File: config.mk
export PLATFORM = sky130hd
export DESIGN_NAME = pwm_ramp_ctrl
export DESIGN_NICKNAME = d
export VERILOG_FILES = /design/src/rtl/pwm_ramp_ctrl.sv
export SDC_FILE = /design/constraint.sdc
export NUM_CORES = 1
export LEC_CHECK = 0
export CAP_MARGIN = 0
export CORE_UTILIZATION = 45
export DETAILED_ROUTE_END_ITERATION = 8
export GPL_TIMING_DRIVEN = 1
export PLACE_DENSITY = 0.65
export SLEW_MARGIN = 30
export SYNTH_ARGS = -nofsm -noshare
export SYNTH_HDL_FRONTEND = slang
export SYNTH_SLANG_ARGS = --single-unit
File: constraint.sdc
create_clock -name clk -period 8.3 [get_ports clk]
set_clock_uncertainty 0.2 [all_clocks]
set_input_delay 1.66 -clock clk [delete_from_list [all_inputs] [get_ports clk]]
set_output_delay 1.66 -clock clk [all_outputs]
set_load 0.05 [all_outputs]
File: src/rtl/pwm_ramp_ctrl.sv
// Soft-start/soft-stop ramp controller for a PWM core.
// Duty moves toward a commanded target only at period boundaries.
module pwm_ramp_ctrl #(
  parameter int WIDTH            = 8,
  parameter int STEP             = 1,
  parameter int PERIODS_PER_STEP = 4
) (
  input  logic             clk,
  input  logic             rst,
  input  logic             start,
  input  logic             stop,
  input  logic             cmd_valid,
  input  logic [WIDTH-1:0] cmd_duty,
  output logic             cmd_ready,
  output logic             pwm_enable,
  output logic [WIDTH-1:0] pwm_duty,
  output logic             period_tick,
  output logic             at_target,
  output logic             busy
);

  localparam int SCW =
    (PERIODS_PER_STEP > 1) ? $clog2(PERIODS_PER_STEP) : 1;
  localparam logic [WIDTH-1:0] CNT_MAX   = '1;
  localparam logic [WIDTH:0]   STEP_X    = (WIDTH+1)'(STEP);
  localparam logic [SCW-1:0]   STEP_LAST = SCW'(PERIODS_PER_STEP - 1);

  typedef enum logic [1:0] {
    S_IDLE,
    S_RUN,
    S_STOP
  } state_t;

  state_t           r_state;
  logic             r_enable;
  logic [WIDTH-1:0] r_duty;
  logic [WIDTH-1:0] r_target;
  logic [WIDTH-1:0] r_period_cnt;
  logic [SCW-1:0]   r_step_cnt;

  logic             w_tick;
  logic [WIDTH:0]   w_up_sum;
  logic [WIDTH-1:0] w_up;
  logic [WIDTH-1:0] w_diff;
  logic [WIDTH-1:0] w_dn;
  logic [WIDTH-1:0] w_next_duty;

  assign w_tick = r_enable && (r_period_cnt == CNT_MAX);

  // Up steps saturate at target; extra bit keeps the sum from wrapping.
  assign w_up_sum = {1'b0, r_duty} + STEP_X;
  assign w_up = (w_up_sum > {1'b0, r_target}) ?
                r_target : w_up_sum[WIDTH-1:0];

  assign w_diff = r_duty - r_target;
  assign w_dn = ({1'b0, w_diff} > STEP_X) ?
                r_duty - STEP_X[WIDTH-1:0] : r_target;

  assign w_next_duty = (r_duty < r_target) ? w_up : w_dn;

  always_ff @(posedge clk or posedge rst) begin
    if (rst) begin
      r_state      <= S_IDLE;
      r_enable     <= 1'b0;
      r_duty       <= '0;
      r_target     <= '0;
      r_period_cnt <= '0;
      r_step_cnt   <= '0;
    end else begin
      r_period_cnt <= r_enable ? r_period_cnt + WIDTH'(1) : '0;

      if (w_tick) begin
        if (r_duty == r_target) begin
          r_step_cnt <= '0;
        end else if (r_step_cnt == STEP_LAST) begin
          r_step_cnt <= '0;
          r_duty     <= w_next_duty;
        end else begin
          r_step_cnt <= r_step_cnt + SCW'(1);
        end
      end

      unique case (r_state)
        S_IDLE: begin
          if (cmd_valid) r_target <= cmd_duty;
          if (start && !stop) begin
            r_state  <= S_RUN;
            r_enable <= 1'b1;
          end
        end
        S_RUN: begin
          // Stop drops any command presented on the same edge.
          if (stop) begin
            r_state  <= S_STOP;
            r_target <= '0;
          end else if (cmd_valid) begin
            r_target <= cmd_duty;
          end
        end
        S_STOP: begin
          if (w_tick && r_duty == '0) begin
            r_state    <= S_IDLE;
            r_enable   <= 1'b0;
            r_step_cnt <= '0;
          end
        end
        default: r_state <= S_IDLE;
      endcase
    end
  end

  assign cmd_ready   = (r_state != S_STOP);
  assign pwm_enable  = r_enable;
  assign pwm_duty    = r_duty;
  assign period_tick = w_tick;
  assign at_target   = (r_state == S_RUN) && (r_duty == r_target);
  assign busy        = (r_state != S_IDLE);

endmodule

Word level (Yosys, flattened, before mapping):

Cells that the tools add are included.

* bits in registers: 29
* input port bits: 13
* output and inout port bits: 13
* word-level logic and storage cells: 56

* add/sub/neg operators: 5
* magnitude comparators: 3
* equal/unequal tests: 9
* muxes and demuxes: 19
* bitwise gates (word level): 1
* reduce and logical (&&, ||, !) cells: 13

Operator list (count)
* two-way mux 8 bit: 6
* two-way mux 2 bit: 8
* case mux 8 bit (2 select lines): 1
* adder 8 x 1 -> 9 bit, second input constant: 1
* > comparator 9 x 8 -> 1 bit: 1
* AND reduction 3 bit: 3
* adder 8 x 1 -> 8 bit, second input constant: 1
* == test 8 bit: 1
* == test 8 bit, second input constant: 1
* > comparator 8 x 1 -> 1 bit, second input constant: 1
* logical NOT 8 bit: 1
* < comparator 8 bit: 1
* inequality test 2 bit, second input constant: 4
* subtractor 8 x 1 -> 8 bit, second input constant: 1
* subtractor 8 bit: 1
* case mux 2 bit (3 select lines): 1
* nonzero test 2 bit: 3
* == test 2 bit, second input constant: 2
* logical AND 1 bit: 4
* adder 2 x 1 -> 2 bit, second input constant: 1
* == test 2 x 1 -> 1 bit, second input constant: 1
* logical NOT 2 bit: 1
* two-way mux 1 bit: 2
* case mux 1 bit (2 select lines): 1
* other kinds (2): 2

Logic depth before layout (Yosys ltp):

Gate-level depths: netlist (run 1).

* depth after elaboration: 6
* gate-level depth with buffers: 13
* mapped depth without buffers: 12

Least setup slack after synthesis (run 1):

Ideal clock, no wire load.

* path kind: reg-to-output
* from: register r_duty[0], in the netlist pwm_duty[0]
* to: output at_target
* arrival: 2.752 ns
* data required time: 6.440 ns
* path slack: 3.688 ns
* cell stages (with the launch flop): 6
* path buffers: 0
* cell sequence: dfrtp_1 inv_1 ha_1 nand4_1 or2_2 nor3b_1

* cells in the longest elaborated chain, start to end: 2

RTL lines
* start: declaration: RTL line 36 `logic [WIDTH-1:0] r_duty;`
* start signal: assignment: RTL line 77 `r_duty <= w_next_duty;`
* == test 8 bit: RTL line 116 `assign at_target = (r_state == S_RUN) && (r_duty == r_target);`
* logical AND 1 bit: RTL line 116
* end: declaration: RTL line 18 `output logic at_target,`

Every way passes these cells.

Worst setup path after layout (run 1):

* from: register r_duty[5], in the netlist pwm_duty[5]
* to: output at_target

The elaborated chain is that of the path after synthesis.

==> key figures, run 1 <==
Status
  – Status: finished clean

Synth
  – Post-synthesis sequential area ratio: 0.2985
  – Synth warn: 0
  – Syn Area/Cell: around 8.5 um^2
  – Syn Inst Count: 286
  – Number of distinct library cells after synthesis: 63
  – #FFs+latches synth: 29
  – Number of synthesized flops with an enable pin: 0
  – Ys async rst share: 1.000
  – Top FF cell, synth: dfrtp_1
  – Syn nets: roughly 320
  – Synth Cell Area: roughly 0.0024 mm^2

Timing
  – Achievable frequency: about 210 MHz
  – Final setup fails: 0
  – Actual slew at the worst max-slew pin: around 0.87 ns
  – RSZ-0062 raised after global routing: false
  – Max-slew headroom: 0.4173
  – Slew Viols, Final: 0
  – Hold Fails Final Rpt: 0
  – Setup TNS: 0 ns
  – Fin crit share: 0.5633
  – Min Tclk post-route: between 4 and 5 ns

Min path
  – Worst hold endpoint: r_period_cnt[0]
  – Worst Hold Launch: r_period_cnt[0]
  – HP Class: flop to flop
  – WHS Path Cells: 1

Route
  – Drt first pass iters: 4
  – Routed len/inst: between 10 and 15 um
  – DR vias: approximately 2.2k
  – DR vias/cell: between 5 and 6
  – Starting DRT DRC Count: approximately 130
  – Routed Antenna Nets: 0
  – DRC Markers: 0
  – Drt total wl: between 5 and 6 mm

Clocking
  – Cts repair resizes: 0
  – Worst-path clk slew: approximately 0.060 ns
  – Cts bufs inserted: 5
  – Root buf cell: clkbuf_8
  – H-tree levels: 2
  – # Post-CTS Setup Buffers: 0
  – CTS Buffer Depth: 2
  – CTS Sinks: 29
  – Worst-Skew Late Latency: ~0.29 ns
  – # hold bufs at CTS: 0
  – Clock tree from TritonCTS: done

Global routing
  – Vias in the first global route: 1837
  – Grt ovf: 0
  – Initial antenna violation count: 0
  – All-layer global routing usage: 0.2161
  – Largest net degree at the start of global routing: 30
  – First-pass GRT wire length: slightly above 9 mm

Layout
  – Filler Cells Inserted: between 500 and 600
  – Area growth, synth to finish: 16.31%
  – Share of cells above drive strength 1: 0.07166
  – Post-route cell area: roughly 0.0028 mm^2
  – Fin nets: roughly 340
  – ANT cells: 0

Floorplan
  – Initial Util: 0.4730
  – Die area: about 0.0057 mm^2
  – Core Footprint: around 0.0051 mm^2
  – I/O pin total: 26
  – Die X: about 76 um
  – Row cnt: 26
  – Die Ht: about 76 um

Placement
  – Port Buffers: 25
  – Final HPWL DP: roughly 4.2 mm
  – DP Area: between 0.002 and 0.003 mm^2
  – Routability Congestion: between 0.8 and 0.9

Flow run
  – Maxcap violations: 0

Power
  – Leak: approximately 1.3 nW
  – Maximum vdd drop: ~0.15 mV
  – Power per cell area: 216.1 mW/mm^2

Critical path
  – WP data arrival: 2.82 ns
  – Delay of the slowest critical-path stage: 0.83 ns
  – Bufs and invs on worst path: 1
  – Reg2Reg Launch Point: pwm_duty[1]
  – Worst EP required: between 6 and 7 ns
  – CP endpoint kind: output pin
  – R2R Path End: pwm_duty[5]
  – Worst-path cell chain: ha_1 -> nand4_1 -> or2_2 -> nor3b_1 -> clkdlybuf4s50_1
  – Crit Path Class: flop to output pin
  – FF-to-FF setup slack: roughly 4.2 ns
  – Slowest stage cell, crit path: clkdlybuf4s50_1
  – Crit path launch type: flop
  – Largest fanout on the critical path: 10
  – R2R cell count: 12
  – Worst path top cell family by delay: buffers and inverters
[final cells by class]
cell class / instances / area, um^2 / area share
inverters: 18 / 67.56 / 0.02389
flip-flops and latches: 29 / 725.7 / 0.2566
multi-input cells: 225 / 1565 / 0.5535
well taps: 70 / 87.58 / 0.03097
clock buffers: 7 / 86.33 / 0.03053
repair buffers: 27 / 265.3 / 0.09381
clock inverters: 1 / 30.03 / 0.01062
[metal layers]
layer  vias to the layer above  track usage  routed length, um
met5                         -            0                  0
met4                         0      0.06996                 96
met3                         7      0.03704                352
met2                        72       0.2986               2384
met1                      1010       0.3378               2721
li1                       1069            -                  -
[cell families (layout without fill, tap and decap cells)]
family	count (synthesis)	in the layout	synth area share
mux	7	7	0.02985
compound gates	71	71	0.2018
simple gates	111	111	0.2455
buf+inv	32	53	0.05764
xor+xnor	14	14	0.05044
flops	29	29	0.2985
fa+ha+maj	22	22	0.1163
[layout by cell type, fill, tap and decap left out, types with 5 or more instances in the layout]
| cell | n |
|---|---|
| nor2_1 | 29 |
| ha_1 | 21 |
| dfrtp_1 | 29 |
| and3_1 | 8 |
| nand3_1 | 11 |
| xor2_1 | 8 |
| o21ai_0 | 15 |
| clkbuf_8 | 6 |
| nor2b_1 | 6 |
| or3_1 | 6 |
| nand2_1 | 18 |
| a21oi_1 | 20 |
| clkdlybuf4s50_1 | 25 |
| xnor2_1 | 6 |
| mux2i_1 | 5 |
| inv_1 | 17 |
[cells in the mapped netlist (2+ instances only)]
master    count  share of area
a211oi_1      4          0.012
a21boi_0      3         0.0093
a21oi_1      20          0.041
a31oi_1       4          0.010
and2_1        4          0.010
and3_1        8          0.021
and3_2        2         0.0062
and3b_1       3          0.011
buf_2         4         0.0082
buf_4         2         0.0062
clkbuf_1      7          0.011
dfrtp_1      29           0.30
ha_1         21           0.11
inv_1        17          0.026
mux2i_1       5          0.021
nand2_1      18          0.028
nand2b_1      2         0.0051
nand3_1      11          0.023
nand4_1       3         0.0077
nor2_1       29          0.045
nor2b_1       6          0.015
nor3_1        4         0.0082
nor3b_1       4          0.012
nor4_1        2         0.0051
o211ai_1      2         0.0062
o21ai_0      15          0.031
o221ai_1      2         0.0072
o32a_1        2         0.0082
or2_2         2         0.0051
or3_1         6          0.015
xnor2_1       6          0.022
xor2_1        8          0.029
[worst register-to-register path, delay by kind of cell (launching register included)]
family	cells	cell delay, ns
multiplexers	1	0.45
XOR/XNOR	1	0.21
adder cells (fa/ha/maj)	2	0.58
flip-flops	1	0.51
AND/OR/NAND/NOR	4	1.06
AO/OA/AOI/OAI	4	0.99
[worst max-delay path by stage]
stage           startpoint         to  slack, ns  depth (start not counted)
3_3_place_gp   pwm_duty[5]  at_target       3.95                          5
2_1_floorplan  pwm_duty[0]  at_target       3.69                          5
5_1_grt        pwm_duty[5]  at_target       3.48                          5
6_report       pwm_duty[5]  at_target       3.62                          5
4_1_cts        pwm_duty[5]  at_target       3.62                          5
3_5_place_dp   pwm_duty[5]  at_target       3.93                          5
[report_power, final]
part	internal (mW)	switching, mW	leakage (nW)
Sequential	0.161	0.0207	0.372
Combinational	0.105	0.169	0.834
Clock	0.0978	0.0567	0.0585
[registers in the layout (all words and copies together) (netlist names)]
register,flops
r_period_cnt,8
r_target,8
r_step_cnt,2
pwm_enable,1
pwm_duty,8
r_state,2
[stage by stage]
| step | utilization | total power [mW] | instances | setup WS (ns) | hold slack (ns) |
|---|---|---|---|---|---|
| 2_1_floorplan | - | 0.3914 | 286 | 3.688 | 0.2315 |
| 3_3_place_gp | 0.5275 | 0.4545 | 369 | 3.945 | 0.2504 |
| 3_5_place_dp | 0.5275 | 0.4583 | 369 | 3.932 | 0.2571 |
| 4_1_cts | 0.5501 | 0.6132 | 377 | 3.615 | 0.2671 |
| 5_1_grt | 0.5501 | 0.6565 | 377 | 3.477 | 0.3021 |
| 6_report | 0.5501 | 0.6111 | 377 | 3.624 | 0.2692 |
Note: power is estimated with default switching activity, not from simulation.
==> run 2: changes to the inputs <==
Settings changed: PLACE_DENSITY 0.65 to 0.67.
Clock period 8.3 ns to 4.3 ns, I/O delays scaled along.
==> run 2 against run 1 <==
  * Sequential power is 95% higher
  * Largest cell class unchanged
  * Non-clock buffer count is 1 higher
  * Utilization is 0.19 points higher
  * Power is 93% higher
  * First-iteration DRC count is 23% lower
  * Critical path depth stayed put
  * Clock power is 89% higher
  * Sequential share of layout area is 0.091 points lower
  * Sequential cell count stayed put
  * Clock-buffer cell count stayed put
==> key figures, run 2 (synthesized netlist as in run 1, its figures left out) <==
Route
  – Starting DRT DRC Count: 98 (-23%)
  – Drt total wl: 5.618 mm (+1.1%)
  – DR vias/cell: 5.722 (about the same)
  – Routed len/inst: 14.86 um (+0.87%)
  – Drt first pass iters: 4 (unchanged)
  – DRC Markers: 0 (unchanged)
  – DR vias: 2163 (+0.23%)
  – Routed Antenna Nets: 0 (unchanged)

Power
  – Leak: 1.270 nW (+0.51%)
  – P_int: 0.7079 mW (+94%)
  – P_sw: 0.4716 mW (+91%)
  – Clock power frac: 0.247 (-0.006)
  – Comb pwr share: 0.453 (+0.004)
  – Power per cell area: 415.6 mW/mm^2 (+92%)
  – Maximum vdd drop: 0.2451 mV (+67%)
  – Flop pwr share: 0.300 (+0.002)
  – Switching Share: 0.3998 (-0.003919)

Placement
  – Port Buffers: 25 (unchanged)
  – Routability Congestion: 0.8288 (-2.4%)
  – Placed cell count: 370 (+0.27%)
  – Final HPWL DP: 4.302 mm (+2.3%)

Floorplan
  – I/O pin total: 26 (unchanged)
  – Die area: 0.005700 mm^2 (unchanged)
  – Initial Util: 0.4730 (unchanged)
  – Core Footprint: 0.005140 mm^2 (unchanged)
  – Die X: 75.50 um (unchanged)
  – Row cnt: 26 (unchanged)
  – Die Ht: 75.50 um (unchanged)

Global routing
  – Vias in the first global route: 2062 (+12%)
  – Grt ovf: 0 (unchanged)
  – Initial antenna violation count: 0 (unchanged)
  – All-layer global routing usage: 0.2242 (+0.008139)
  – First-pass GRT wire length: 9.577 mm (+4.3%)
  – Largest net degree at the start of global routing: 30 (unchanged)

Layout
  – Most frequent cells in the layout: 29 x nor2_1, 29 x dfrtp_1, 25 x clkdlybuf4s50_1
  – ANT cells: 0 (unchanged)
  – Share of cells above drive strength 1: 0.07792 (+0.006261)
  – Final non-filler cell total: 378 (+0.27%)
  – Fin nets: 342 (+0.29%)
  – Area growth, synth to finish: 16.73%

Critical path
  – Largest fanout on the critical path: 10 (unchanged)
  – Crit Path Class: flop to output pin
  – CP endpoint kind: output pin
  – Worst EP required: 3.24 ns (-3.20 ns)
  – Crit path launch type: flop
  – WP data arrival: 2.84 ns (+0.02 ns)

Clocking
  – CTS Buffer Depth: 2 (unchanged)
  – Root buf cell: clkbuf_8
  – Worst-Skew Late Latency: 0.28 ns (about the same)
  – Cts repair resizes: 0 (unchanged)
  – H-tree levels: 2 (unchanged)
  – Cts bufs inserted: 5 (unchanged)
  – # hold bufs at CTS: 0 (unchanged)
  – # Post-CTS Setup Buffers: 0 (unchanged)
  – Worst-path clk slew: 0.06 ns (about the same)
  – CTS Sinks: 29 (unchanged)
  – Clock tree from TritonCTS: done

Timing
  – Achievable frequency: 256.5 MHz
  – Min Tclk post-route: 3.898 ns
  – Final setup fails: 0 (unchanged)
  – Fin crit share: 0.9066
  – Slew Viols, Final: 0 (unchanged)
  – Setup TNS: 0 ns (unchanged)
  – RSZ-0062 raised after global routing: false
  – Max-slew headroom: 0.6280 (+0.2107)
  – Actual slew at the worst max-slew pin: 0.5555 ns (-0.3168 ns)
  – Hold Fails Final Rpt: 0 (unchanged)

Status
  – Status: finished clean

Min path
  – HP Class: flop to flop

Flow run
  – Maxcap violations: 0 (unchanged)
==> run 2: cell types whose count changed in the layout (fill, tap and decap cells not counted) <==
cell     previous run  this run
nor2b_2             0         1
nor2b_1             6         5
buf_4               2         3
==> run 2: power by group through the flow <==
| stage | Sequential [mW] | Combinational, mW | Clock [mW] |
|---|---|---|---|
| after CTS | 0.352 | 0.534 | 0.297 |
| final | 0.354 | 0.534 | 0.291 |
| after floorplan | 0.342 | 0.413 | 0 |
| after global routing | 0.359 | 0.596 | 0.310 |
| after global placement | 0.355 | 0.526 | 0 |
| after detailed placement | 0.357 | 0.530 | 0 |
==> run 2: worst paths after layout <==
check / from / to / slack (ns) / cells past startpoint
max: pwm_duty[5] / at_target / 0.40 / 5
min: r_period_cnt[0] / r_period_cnt[0] / 0.26 / 1
max reg2reg: pwm_duty[1] / pwm_duty[5] / 0.67 / 12
min reg2reg: r_period_cnt[0] / r_period_cnt[0] / 0.26 / 1
max in group asynchronous: rst / r_target[0] / 2.84 / 3
min in group asynchronous: rst / r_period_cnt[3] / 0.77 / 3
==> run 2: through the flow <==
stage	cell area [um^2]	total power, mW	hold slack (ns)	setup slack [ns]	utilization
global route	2838	1.265	0.2822	0.2740	0.5521
global placement	2719	0.8815	0.2493	0.7206	0.5290
CTS	2835	1.183	0.2634	0.3972	0.5516
floorplan	2431	0.7555	0.2315	0.4884	-
finish	2838	1.179	0.2586	0.4016	0.5521
detailed placement	2719	0.8866	0.2533	0.6840	0.5290
==> run 2: layout make-up <==
class / instances / area, um^2
Clock inverter: 1 / 30.03
Sequential cell: 29 / 725.7
Clock buffer: 7 / 86.33
Inverter: 18 / 67.56
Tap cell: 70 / 87.58
Multi-Input combinational cell: 225 / 1568
Fill cell: 492 / 2302
Timing Repair Buffer: 28 / 272.8
==> run 2: routing by layer <==
metal  track usage  wire length, um  share of wire  vias up
met5             0                0              0        -
met4       0.08642              129          0.023        0
met3       0.03836              223          0.040       14
met2        0.3383             2371           0.42       57
met1        0.3212             2894           0.52     1018
li1              -                -              -     1074
==> run 2: worst max-delay path, cell delays in order (launching register included) <==
cell	delay, ns
dfrtp_1	0.49
ha_1	0.51
nand4_1	0.15
or2_2	0.38
nor3b_1	0.20
clkdlybuf4s50_1	0.83
==> RTL edit 1 (settings of run 1) <==
Put one more register stage on the output `pwm_duty`. The value now appears one clock later. The other outputs are not delayed to match.
--- a/src/rtl/pwm_ramp_ctrl.sv
+++ b/src/rtl/pwm_ramp_ctrl.sv
@@ -111,7 +111,9 @@
 
   assign cmd_ready   = (r_state != S_STOP);
   assign pwm_enable  = r_enable;
-  assign pwm_duty    = r_duty;
+  always_ff @(posedge clk) begin
+    pwm_duty <= r_duty;
+  end
   assign period_tick = w_tick;
   assign at_target   = (r_state == S_RUN) && (r_duty == r_target);
   assign busy        = (r_state != S_IDLE);
Formal check against the unedited RTL: same outputs for any inputs over 10 cycles, from zero or initial values and one cycle with rst high; that may be too few to reach the edited logic, so the function may still have changed.
==> RTL edit 1 against run 1 <==
- final area grew 5.7%
- sequential cell count grew 8
- count of clock-buffer cells in the layout fell by 2
- clock power is 14% lower
- wire length grew 15%
- setup slack got worse by 0.030 ns
- power is 3.0% higher
- cell count rose by 1.6%
- area after synthesis increased by 6.1%
- maximum frequency shrank 0.63%
- synthesized cell count is 0.70% higher
- largest cell class unchanged
==> RTL edit 1: results (changes against run 1) <==
{| class="wikitable"
! Metric !! Value
|-
| Switching part of the total || 42.45% (was 40.38%)
|-
| Routability cong. || 0.9163 (was 0.8490)
|-
| Clk pwr || 132 uW (was 154 uW)
|-
| Placed cell area || 2889 um2 (was 2711 um2)
|-
| Met2 layer wire length in the routed design || 2.789 mm (was 2.384 mm)
|-
| Status || completed (unchanged)
|-
| Worst IR Drop VDD || 0.1093 mV (was 0.1465 mV)
|-
| M1 GR Usage || 33.06% (was 33.78%)
|-
| Average wire per standard cell || 16.64 um (was 14.73 um)
|-
| Slew margin rel. || 57.35% (was 41.73%)
|-
| Count of nets after finishing || 345 (was 341)
|-
| Fill cell total of the finished layout || 530 (was 507)
|-
| Met3 layer wire length in the routed design || 290 um (was 352 um)
|-
| Total wirelength of the detailed-routed design || 6.374 mm (was 5.555 mm)
|-
| Standby leakage power || 1.314 nW (was 1.264 nW)
|-
| Mapped Cells || 288 (was 286)
|-
| GR Util met2 || 34.96% (was 29.86%)
|-
| Via count of the first global-routing pass || 2,173 (was 1,837)
|-
| Total track usage || 23.17% (was 21.61%)
|-
| Critical Path Fanout Max || 9 (was 10)
|-
| Commonest cells post-synth || sky130_fd_sc_hd__nor2_1 (39), sky130_fd_sc_hd__dfrtp_1 (29), sky130_fd_sc_hd__ha_1 (21) (was sky130_fd_sc_hd__dfrtp_1 (29), sky130_fd_sc_hd__nor2_1 (29), sky130_fd_sc_hd__ha_1 (21))
|-
| Part of the total power dissipated in the clock network || 20.9% (was 25.3%)
|-
| Cells taking the most area after synthesis || sky130_fd_sc_hd__dfrtp_1 (28%), sky130_fd_sc_hd__ha_1 (10%), sky130_fd_sc_hd__dfxtp_1 (6.2%), sky130_fd_sc_hd__nor2_1 (5.7%), sky130_fd_sc_hd__a21oi_1 (3.5%) (was sky130_fd_sc_hd__dfrtp_1 (30%), sky130_fd_sc_hd__ha_1 (11%), sky130_fd_sc_hd__nor2_1 (4.5%), sky130_fd_sc_hd__a21oi_1 (4.1%), sky130_fd_sc_hd__o21ai_0 (3.1%))
|-
| Post-synthesis sequential area ratio || 34.34% (was 29.85%)
|-
| Post-synth net total || 323 (was 321)
|}
[RTL edit 1: changes by cell type after synthesis, moves of 3 or more]
cell                       before  now
sky130_fd_sc_hd__nand3_1       11   15
sky130_fd_sc_hd__nand2_1       18   12
sky130_fd_sc_hd__nor3_1         4    7
sky130_fd_sc_hd__a211oi_1       4    7
sky130_fd_sc_hd__dfxtp_1        0    8
sky130_fd_sc_hd__o211ai_1       2    6
sky130_fd_sc_hd__or3_1          6    0
sky130_fd_sc_hd__o21a_1         0    3
sky130_fd_sc_hd__nor2b_1        6    3
sky130_fd_sc_hd__o32ai_1        0    4
sky130_fd_sc_hd__a31oi_1        4    1
sky130_fd_sc_hd__o21ai_0       15    8
sky130_fd_sc_hd__nor2_1        29   39
[RTL edit 1: cells by family after synthesis]
group	after synthesis	synth area share, %
AO/OA/AOI/OAI	69	21.10
XOR/XNOR	15	5.092
adder cells (fa/ha/maj)	22	10.96
buffers and inverters	27	4.073
flip-flops	37	34.34
multiplexers	6	2.328
AND/OR/NAND/NOR	112	22.11
[RTL edit 1: layout make-up]
class / instances / area [um2] / area share (%)
clock inverters: 3 / 21.27 / 0.7116
well taps: 72 / 90.09 / 3.014
flip-flops and latches: 37 / 885.9 / 29.64
repair buffers: 27 / 265.3 / 8.874
inverters: 15 / 56.30 / 1.884
clock buffers: 5 / 68.82 / 2.302
multi-input cells: 224 / 1602 / 53.58
[RTL edit 1: final timing paths]
kind	start	end	slack, ns	cells after the start
setup / recovery	r_duty[6]	at_target	3.59	5
hold / removal	r_period_cnt[0]	r_period_cnt[0]	0.28	1
setup reg to reg	r_duty[1]	r_duty[2]	4.82	11
hold reg to reg	r_period_cnt[0]	r_period_cnt[0]	0.28	1
max in group asynchronous	rst	r_duty[4]	6.07	3
min in group asynchronous	rst	pwm_enable	1.53	3
==> RTL edit 2 (settings of run 1) <==
Made on the original files. Change the parameter `PERIODS_PER_STEP` from 4 to 16.
--- a/src/rtl/pwm_ramp_ctrl.sv
+++ b/src/rtl/pwm_ramp_ctrl.sv
@@ -3,7 +3,7 @@
 module pwm_ramp_ctrl #(
   parameter int WIDTH            = 8,
   parameter int STEP             = 1,
-  parameter int PERIODS_PER_STEP = 4
+  parameter int PERIODS_PER_STEP = 16
 ) (
   input  logic             clk,
   input  logic             rst,
Behaviour: no difference found for any inputs over 10 cycles, from zero or initial values and one cycle with rst high; that may be too few to reach the edited logic, so the function may still have changed.
==> RTL edit 2 against run 1 <==
- final area up 2.6%
- sequential cell count rose by 2
- clock power barely moved
- die area up 2.0%
- setup slack better by 0.10 ns
- area after synthesis up 2.1%
- wire length is 11% higher
- count of clock-buffer cells in the layout decreased by 2
- power up 1.5%
- sequential power grew 3%
- critical path type unchanged
==> RTL edit 2: results (changes against run 1) <==
{| class="wikitable"
! Metric !! Value
|-
| Status || completed (unchanged)
|-
| Fill cell total of the finished layout || 482 (was 507)
|-
| Standby leakage power || 1.258 nW (was 1.264 nW)
|-
| Arrival time of data at the critical path endpoint || 2.71 ns (was 2.82 ns)
|-
| Worst setup slack before clock tree synthesis || 4.058 ns (was 3.932 ns)
|-
| Post-synthesis cell type count || 59 (was 63)
|-
| Total wirelength of the detailed-routed design || 6.142 mm (was 5.555 mm)
|-
| Count of nets after finishing || 354 (was 341)
|-
| Depth of the worst register-to-register path || 11 (was 12)
|-
| Maximum clock frequency || 0.2187 GHz (was 0.2139 GHz)
|-
| M1 GR Usage || 34.32% (was 33.78%)
|-
| Cells taking the most area after synthesis || sky130_fd_sc_hd__dfrtp_1 (31%), sky130_fd_sc_hd__ha_1 (11%), sky130_fd_sc_hd__nor2_1 (5.6%), sky130_fd_sc_hd__nand2_1 (4.5%), sky130_fd_sc_hd__a21oi_1 (4.0%) (was sky130_fd_sc_hd__dfrtp_1 (30%), sky130_fd_sc_hd__ha_1 (11%), sky130_fd_sc_hd__nor2_1 (4.5%), sky130_fd_sc_hd__a21oi_1 (4.1%), sky130_fd_sc_hd__o21ai_0 (3.1%))
|-
| HPWL Detailed || 4.517 mm (was 4.206 mm)
|-
| Commonest cells post-synth || sky130_fd_sc_hd__nor2_1 (37), sky130_fd_sc_hd__dfrtp_1 (31), sky130_fd_sc_hd__nand2_1 (30) (was sky130_fd_sc_hd__dfrtp_1 (29), sky130_fd_sc_hd__nor2_1 (29), sky130_fd_sc_hd__ha_1 (21))
|-
| GR Util met2 || 33.24% (was 29.86%)
|-
| Routability cong. || 0.9193 (was 0.8490)
|-
| Transition time at the pin with the least slew margin || 0.7737 ns (was 0.8723 ns)
|-
| Global Route met3 Usage || 4.311% (was 3.704%)
|-
| Post-synthesis sequential area ratio || 31.27% (was 29.85%)
|-
| Critical Path Fanout Max || 12 (was 10)
|-
| Via count of the first global-routing pass || 2,107 (was 1,837)
|-
| Post-synth net total || 329 (was 321)
|-
| Reg-to-reg slack, setup || 4.74 ns (was 4.19 ns)
|-
| Worst IR Drop VDD || 0.1353 mV (was 0.1465 mV)
|-
| Largest net degree at the start of global routing || 32 (was 30)
|-
| Max stage delay on crit path || 0.79 ns (was 0.83 ns)
|-
| Layout cells sized above 1 || 8.750% (was 7.166%)
|-
| First-iteration detailed-routing DRC count || 177 (was 127)
|-
| Critical register-to-register path startpoint || pwm_duty[2] (was pwm_duty[1])
|-
| Vias after detailed routing || 2,211 (was 2,158)
|-
| Wire length of the first global-routing pass || 10.54 mm (was 9.183 mm)
|}
## RTL edit 2: changes by cell type after synthesis, moves of 4 or more
cell                             run 1  this run
sky130_fd_sc_hd__nor2_1             29        37
sky130_fd_sc_hd__nand2_1            18        30
sky130_fd_sc_hd__nor3_1              4        10
sky130_fd_sc_hd__nand4_1             3         7
sky130_fd_sc_hd__o21ai_0            15         9
sky130_fd_sc_hd__and3_1              8         3
## RTL edit 2: how the worst min path moves through the flow
stage                                  to       startpoint  depth (start not counted)  slack [ns]
after floorplan           r_period_cnt[0]  r_period_cnt[0]                          1        0.24
after global placement    r_period_cnt[0]  r_period_cnt[0]                          1        0.27
after detailed placement  r_period_cnt[0]  r_period_cnt[0]                          1        0.30
after CTS                 r_period_cnt[0]  r_period_cnt[0]                          1        0.31
after global routing      r_period_cnt[0]  r_period_cnt[0]                          1        0.33
final                     r_period_cnt[0]  r_period_cnt[0]                          1        0.30
## RTL edit 2: routing by layer
metal  share of wire [%]  routed length (um)
met4                 1.4                  89
met1                  49                3028
met3                 6.3                 386
met2                  43                2637
met5                   0                   0
## RTL edit 2: power breakdown
part           switching, mW  internal, mW  total (mW)
Sequential            0.0165         0.171       0.187
Clock                 0.0646        0.0894       0.154
Combinational          0.175         0.104       0.279
Total                  0.256         0.364       0.620
## RTL edit 2: layout make-up
class | instances | area (um2) | area share, %
timing repair buffer | 26 | 257.7 | 8.883
sequential | 31 | 775.7 | 26.74
clock inverter | 3 | 43.79 | 1.509
inverter | 20 | 75.07 | 2.587
multi-input combinational | 235 | 1593 | 54.89
clock buffer | 5 | 68.82 | 2.372
tap | 70 | 87.58 | 3.019
## RTL edit 2: kinds of logic (layout without fill, tap and decap cells)
kind of cell | count (synthesis) | count (layout) | share of synthesized area [%]
AO/OA/AOI/OAI | 66 | 66 | 19.01
XOR/XNOR | 14 | 14 | 4.942
adder cells (fa/ha/maj) | 22 | 22 | 11.40
buffers and inverters | 28 | 54 | 4.639
flip-flops | 31 | 31 | 31.27
multiplexers | 11 | 11 | 4.841
AND/OR/NAND/NOR | 122 | 122 | 23.90
## RTL edit 2: per-stage QoR
stage               area, um2  total power, mW  cells  util [%]  hold WS, ns
floorplan                2481           0.4007    294         -       0.2389
global placement         2786           0.4642    382     53.53       0.2691
detailed placement       2789           0.4658    382     53.58       0.2973
CTS                      2902           0.6202    390     55.75       0.3076
global route             2902           0.6657    390     55.75       0.3311
finish                   2902           0.6202    390     55.75       0.2961
